## src/rtl/mux4_arbiter_pkg.sv

```systemverilog
// Shared types and constants for the mux4_arbiter round-robin mux controller.
package mux4_arbiter_pkg;

   typedef enum logic [1:0] {
      ST_IDLE  = 2'd0,
      ST_GRANT = 2'd1,
      ST_GAP   = 2'd2
   } state_e;

   // Last-owner pointer at reset; requester 0 is searched first.
   localparam logic [1:0] PTR_RST = 2'b11;

   function automatic logic [3:0] onehot4(input logic [1:0] idx);
      return 4'b0001 << idx;
   endfunction

endpackage

```

## src/rtl/rr_priority4.sv

```systemverilog
// Combinational round-robin search over four requests starting after ptr.
// With mask=1 the ptr position itself is excluded (used to detect "someone else waiting").
module rr_priority4 (
   input  logic [3:0] req,
   input  logic [1:0] ptr,
   input  logic       mask,
   output logic       found,
   output logic [1:0] win
);

   always_comb begin
      found = 1'b0;
      win   = ptr;
      for (int k = 1; k <= 4; k++) begin
         if (!found && req[ptr + 2'(k)] && !(mask && k == 4)) begin
            found = 1'b1;
            win   = ptr + 2'(k);
         end
      end
   end

endmodule

```

## src/rtl/mux4_arbiter.sv

```systemverilog
// Round-robin owner of a shared 4:1 mux: drives sel, active-low n_en and one-hot gnt.
// Define MUX4_ARBITER_GAP_EN to insert one dead GAP cycle between different owners.
module mux4_arbiter
   import mux4_arbiter_pkg::*;
#(
   parameter int HOLD_CYCLES = 4,
   parameter int CNT_W       = 3
) (
   input  logic       clk,
   input  logic       rst,
   input  logic [3:0] req,
   output logic [3:0] gnt,
   output logic [1:0] sel,
   output logic       n_en,
   output logic       busy
);

   localparam logic [CNT_W-1:0] HOLD_LAST = CNT_W'((HOLD_CYCLES == 0) ? 0 : HOLD_CYCLES - 1);

   state_e           state_q, state_d;
   logic [3:0]       gnt_q, gnt_d;
   logic [1:0]       sel_q, sel_d;
   logic             n_en_q, n_en_d;
   logic             busy_q, busy_d;
   logic [1:0]       ptr_q, ptr_d;
   logic [CNT_W-1:0] cnt_q, cnt_d;
`ifdef MUX4_ARBITER_GAP_EN
   logic [1:0]       pend_q, pend_d;
`endif

   logic       found, other_found, hold_hit, do_grant;
   logic [1:0] win, other_win, grant_w;

   rr_priority4 u_search (
      .req   (req),
      .ptr   (ptr_q),
      .mask  (1'b0),
      .found (found),
      .win   (win)
   );

   // Same search with the current owner masked: tells whether anyone else is waiting.
   rr_priority4 u_other (
      .req   (req),
      .ptr   (ptr_q),
      .mask  (1'b1),
      .found (other_found),
      .win   (other_win)
   );

   assign hold_hit = (HOLD_CYCLES != 0) && (cnt_q == HOLD_LAST);

   always_comb begin
      state_d  = state_q;
      gnt_d    = gnt_q;
      sel_d    = sel_q;
      n_en_d   = n_en_q;
      busy_d   = busy_q;
      ptr_d    = ptr_q;
      cnt_d    = cnt_q;
`ifdef MUX4_ARBITER_GAP_EN
      pend_d   = pend_q;
`endif
      do_grant = 1'b0;
      grant_w  = win;
      case (state_q)
         ST_IDLE: do_grant = found;
         ST_GRANT: begin
            if (!req[ptr_q] || (hold_hit && other_found)) begin
               if (found) begin
`ifdef MUX4_ARBITER_GAP_EN
                  if (win != ptr_q) begin
                     state_d = ST_GAP;
                     gnt_d   = 4'b0000;
                     n_en_d  = 1'b1;
                     pend_d  = win;
                  end else begin
                     do_grant = 1'b1;
                  end
`else
                  do_grant = 1'b1;
`endif
               end else begin
                  state_d = ST_IDLE;
                  gnt_d   = 4'b0000;
                  n_en_d  = 1'b1;
                  busy_d  = 1'b0;
               end
            end else if (HOLD_CYCLES == 0 || hold_hit) begin
               cnt_d = '0;
            end else begin
               cnt_d = cnt_q + CNT_W'(1);
            end
         end
`ifdef MUX4_ARBITER_GAP_EN
         ST_GAP: begin
            do_grant = 1'b1;
            grant_w  = pend_q;
         end
`endif
         default: begin
            state_d = ST_IDLE;
            gnt_d   = 4'b0000;
            n_en_d  = 1'b1;
            busy_d  = 1'b0;
         end
      endcase
      if (do_grant) begin
         state_d = ST_GRANT;
         gnt_d   = onehot4(grant_w);
         sel_d   = grant_w;
         n_en_d  = 1'b0;
         busy_d  = 1'b1;
         cnt_d   = '0;
         ptr_d   = grant_w;
      end
   end

   always_ff @(posedge clk) begin
      if (rst) begin
         state_q <= ST_IDLE;
         gnt_q   <= 4'b0000;
         sel_q   <= 2'b00;
         n_en_q  <= 1'b1;
         busy_q  <= 1'b0;
         ptr_q   <= PTR_RST;
         cnt_q   <= '0;
`ifdef MUX4_ARBITER_GAP_EN
         pend_q  <= 2'b00;
`endif
      end else begin
         state_q <= state_d;
         gnt_q   <= gnt_d;
         sel_q   <= sel_d;
         n_en_q  <= n_en_d;
         busy_q  <= busy_d;
         ptr_q   <= ptr_d;
         cnt_q   <= cnt_d;
`ifdef MUX4_ARBITER_GAP_EN
         pend_q  <= pend_d;
`endif
      end
   end

   assign gnt  = gnt_q;
   assign sel  = sel_q;
   assign n_en = n_en_q;
   assign busy = busy_q;

   logic unused_ok;
   assign unused_ok = ^other_win;

endmodule

```

## config.mk

```make
export PLATFORM = sky130hd
export DESIGN_NAME = mux4_arbiter
export DESIGN_NICKNAME = d
export VERILOG_FILES = /design/src/rtl/mux4_arbiter_pkg.sv /design/src/rtl/rr_priority4.sv /design/src/rtl/mux4_arbiter.sv
export SDC_FILE = /design/constraint.sdc
export NUM_CORES = 1
export LEC_CHECK = 0
export ABC_AREA = 1
export CORE_UTILIZATION = 30
export CTS_CLUSTER_SIZE = 8
export DETAILED_ROUTE_END_ITERATION = 8
export DONT_BUFFER_PORTS = 1
export REMOVE_ABC_BUFFERS = 1
export SETUP_SLACK_MARGIN = 0.02
export SLEW_MARGIN = 40
export SYNTH_ARGS = -nofsm -noshare
export SYNTH_HDL_FRONTEND = slang
export SYNTH_SLANG_ARGS = --single-unit
```

## constraint.sdc

```tcl
create_clock -name clk -period 4.4 [get_ports clk]
set_clock_uncertainty 0.1 [all_clocks]
set_input_delay 0.44 -clock clk [delete_from_list [all_inputs] [get_ports clk]]
set_output_delay 0.44 -clock clk [all_outputs]
set_load 0.01 [all_outputs]
```

* Word level (Yosys, flattened, before mapping) *
Index checks and enable logic that the tools add are counted.

storage, ports and cells
  register bits after elaboration = 15
  input bits = 6
  output and inout port bits = 8
  logic and storage cells = 76

cells by class
  add/sub/neg operators = 4
  order comparisons = 4
  eq/ne operators = 7
  shift operators = 1
  multiplexer cells = 36
  bitwise operators = 2
  reductions and logical operators = 14

operator list
  cell                 number
  $mux 1               17
  $lt 2x3->1 const B   4
  $mux 2               6
  $mux 4               3
  $bmux 1 s2           4
  $pmux 4 s2           1
  $ne 2x2->1 const B   3
  $ne 3x3->1 const B   2
  $pmux 1 s2           3
  $reduce_and 3->1     2
  $add 2x2->2 const B  2
  $logic_and 1x1->1    4
  $logic_not 1->1      4
  $pmux 2 s2           1
  $shl 1x2->4 const A  1
  $add 3x1->3 const B  1
  $eq 3x2->1 const B   1
  $mux 3               1
  $add 2x1->2 const B  1
  $eq 2x1->1 const B   1
  $logic_not 2->1      1
  $not 1->1            2
  $reduce_and 2->1     1
  $reduce_or 2->1      1
  $logic_or 1x1->1     1

* Longest topological paths before layout *
  depth after elaboration = 18
  gate-level depth with buffers = 14
  mapped depth without buffers = 12

* By module *
Synthesis repeated with hierarchy kept, for this count alone.

unflattened totals
  cell total of the unflattened synthesis = 175
  area total of the unflattened synthesis = 1,163.6 µm²

by module, submodules not included
  module        instances  cells an instance  area each (µm²)  seq. area each (µm²)
  mux4_arbiter  1          81                 675.6            260.2
  rr_priority4  2          47                 244.0            0.0

* Worst setup path after synthesis *
Ideal clock, no wire load.

  path type = register -> register
  start point = register ptr_q[0]
  end point = register cnt_q[0]
  setup time = 0.066 ns
  arrival time = 1.447 ns
  data required time = 4.234 ns
  slack = 2.787 ns
  cell stages (with the launch flop) = 15
  buffers on the path = 2
  clock period less this slack = 1.613 ns
  cells stage by stage = dfxtp_1 -> buf_6 -> inv_2 -> buf_6 -> nand2_2 -> nand2_1 -> nand2_2 -> nand2_4 -> nor2_8 -> nand3_4 -> nand2_4 -> nand2_4 -> inv_2 -> nand2_2 -> a21oi_2

on the way
  cells in the longest elaborated chain, start to end = 17
  elaborated cells on any way between the ends = 30
  classes of those cells = add/sub: 3; mux: 15; bitwise: 1; reduce/logical: 11

RTL lines
  element                       line                 text
  start: declaration            mux4_arbiter.sv:25   logic [1:0] ptr_q, ptr_d;
  start signal: assignment      mux4_arbiter.sv:137  ptr_q <= ptr_d;
  $add 2x1->2                   n/a
  $bmux 1 s2                    rr_priority4.sv:15   if (!found && req[ptr + 2'(k)] && !(mask && k == 4)) begin
  $mux 1 (not written as such)  rr_priority4.sv:15
  $mux 1                        rr_priority4.sv:15
  $logic_not 1->1               rr_priority4.sv:15
  $logic_and 1x1->1             rr_priority4.sv:15
  $mux 1                        rr_priority4.sv:15
  $logic_not 1->1               rr_priority4.sv:15
  $logic_and 1x1->1             rr_priority4.sv:15
  $mux 1                        rr_priority4.sv:15
  $logic_not 1->1               n/a
  $logic_and 1x1->1             n/a
  $mux 1                        rr_priority4.sv:15
  $mux 1                        mux4_arbiter.sv:70   if (found) begin
  $mux 1                        mux4_arbiter.sv:69   if (!req[ptr_q] || (hold_hit && other_found)) begin
  $pmux 1 s2                    mux4_arbiter.sv:66   case (state_q)
  $reduce_or 2->1 (no line)     n/a
  end signal: assignment        mux4_arbiter.sv:138  cnt_q <= cnt_d;
  end: declaration              mux4_arbiter.sv:26   logic [CNT_W-1:0] cnt_q, cnt_d;

Several ways; a longest one is shown, not always the timed one. The select of a mux whose other input is x is not followed.
A chain may end at the register's enable or synchronous reset.

* Worst setup path in the final report *
  start point = register ptr_q[0]
  end point = register cnt_q[1]

The elaborated chain is that of the path after synthesis.

==> summary.txt <==
GP Congestion -> 0.8345
Startpoint Class -> register
Die height -> 56.65 µm
Final Hold Fails -> 0
DPL Wire Length -> 1439 µm
Vias per cell -> 4.801
Dpl cells -> 167
R2R cell count -> 12
Mapped Cells -> 138
WP data arrival -> 2.07 ns
Antenna cells -> 0
Slowest cell delay on critical path -> 0.52 ns
Global-route wire length before repair -> 3111 µm
Fraction of layout cells with a size suffix above 1 -> 16.43%
CTS tree -> built
Number of global-route vias before repair -> 734
Iter 0 DRT Violations -> 19
Synth warn -> 0
Cell chain of the critical path -> inv_2 -> nand2_1 -> nand2_1 -> nand2_2 -> nand2_4 -> nor2_8 -> nand3_4 -> nand2_4 -> nand2_4 -> inv_2 -> nand2_2 -> a21oi_2
Pins Over Slew Limit -> 0
Final instance area -> 938.4 µm²
Max_slew headroom -> 78.10%
Clock-pin slew on the worst setup and hold paths -> 0.08 ns
Post-synthesis sequential area ratio -> 29.05%
Routed Antenna Nets -> 0
Max Fclk -> 510.1 MHz
CTS sink count -> 13
CTS Buf Count -> 3
Worst vdd ir -> 0.0003529 V
Die W -> 56.65 µm
Crit path max fanout -> 12
Vias -> 821
Core area -> 2781 µm²
Setup violators final -> 0
Area grow syn2layout -> 4.749%
Post-CTS Setup Inserts -> 0
Worst EP required -> 4.51 ns
Cell Area, Synth -> 895.9 µm²
Largest net degree at the start of global routing -> 13
Core Rows -> 19
Total power -> 0.0007177 W
Least-Margin Pin Slew -> 0.3281 ns
DRC -> 0
Crit path time final -> 1.960 ns
Hold path depth -> 1
WL per Instance -> 10.52 µm
Post-Route Setup TNS -> 0 ns
Htree depth -> 1
Leak -> 0.4649 nW
Fin cells -> 171
PwrDens -> 764.8 nW/µm²
Post-placement cell area -> 912.1 µm²
Root Driver -> clkbuf_4
CTS Hold Bufs -> 0
#FFs+latches synth -> 13
Status -> complete, no violations
Max_cap viols -> 0
All-Layer GR Usage -> 12.40%
Max clock buf depth -> 2
RSZ-0062 raised after global routing -> no
Final wirelength -> 1799 µm
Mean Syn Cell Area -> 6.492 µm²
Crit Path Class -> register to register
Library cells used by synthesis -> 19
Post-CTS sizing -> 0
Critical path's slowest cell -> dfxtp_1
Period utilization -> 44.55%
Initial antenna violation count -> 0
Post-layout net count -> 148
Die area -> 3209 µm²
Crit path capture type -> register
Worst-Skew Late Latency -> 0.28 ns
Count of input and output buffers -> 0
Hold Path Class -> primary input to register
Initial Util -> 32.21%
GRT Residual Overflow -> 0
Pre-antenna DRT Iters -> 4
Ports -> 14
CP dominant cell by count -> nand2_4
-- final cells by class --
type / instances / area [µm²]
Fill cell: 298 / 1843
Multi-Input combinational cell: 108 / 556.8
Sequential cell: 13 / 260.3
Inverter: 15 / 56.30
Tap cell: 31 / 38.79
Clock buffer: 4 / 26.28
-- cells in the mapped netlist (all sizes together) --
library cell	n	area share [%]
nand2	64	32
nand3	20	13
inv	15	6.3
dfxtp	13	29
a21oi	8	5.3
nor2	6	4.3
o21ai	5	2.8
o211ai	3	3.1
buf	2	2.5
ha	1	1.4
o21bai	1	0.84
-- cells in the final DEF (no fill, tap or decap), types with 4 or more instances in the layout --
cell,synthesis,layout
inv_1,10,10
nand2_2,6,6
dfxtp_1,13,13
a21oi_1,6,6
nor2_1,5,5
nand2_1,54,54
nand2_4,4,4
inv_2,5,5
nand3_1,19,19
-- state kept, by name, summed over array words and instances, names as in the netlist --
register,count
sel,2
n_en,1
ptr_q,2
state_q,1
gnt,4
cnt_q,3
-- power by group --
| part | leakage [nW] | total, W | internal (W) | switching, W |
|---|---|---|---|---|
| Clock | 0.0150 | 0.0000742 | 0.0000352 | 0.0000390 |
| Sequential | 0.107 | 0.000209 | 0.000157 | 0.0000522 |
| Combinational | 0.343 | 0.000434 | 0.000144 | 0.000291 |
-- final timing paths --
path / startpoint / to / slack [ns]
max: ptr_q[0]$_SDFFE_PP1P_ / cnt_q[1]$_SDFFE_PP0P_ / 2.44
min: rst / gnt[2]$_SDFFE_PP0P_ / 0.12
max reg2reg: ptr_q[0]$_SDFFE_PP1P_ / cnt_q[1]$_SDFFE_PP0P_ / 2.44
min reg2reg: cnt_q[2]$_SDFFE_PP0P_ / cnt_q[2]$_SDFFE_PP0P_ / 0.38
-- metal layers --
metal	global-route usage (%)	routed length, µm	vias up
li1	-	-	450
met5	0	0	-
met3	4.839	69	2
met2	20.50	882	7
met1	14.95	838	362
met4	3.136	9	0
-- stage by stage --
stage | hold slack, ns | utilization (%) | worst slack [ns]
final | 0.1174 | 33.74 | 2.440
after global routing | 0.09359 | 33.74 | 2.238
after CTS | 0.1099 | 33.74 | 2.429
after detailed placement | 0.3666 | 32.79 | 2.466
after global placement | 0.3693 | 32.79 | 2.536
after floorplan | 0.3491 | - | 2.712
-- cells by family after synthesis --
kind of cell	Yosys count	synth area share (%)
adders and majority gates	1	1.396
AOI/OAI and AO/OA	17	12.01
and+or+nand+nor	90	48.74
buffers and inverters	17	8.799
DFF	13	29.05
-- critical path: cells and delay by family, from the launching register on --
kind | cells | cell delay [ns]
compound gates | 1 | 0.11
buf+inv | 2 | 0.30
simple gates | 9 | 0.85
flops | 1 | 0.52
Note: power is estimated with default switching activity, not from simulation.
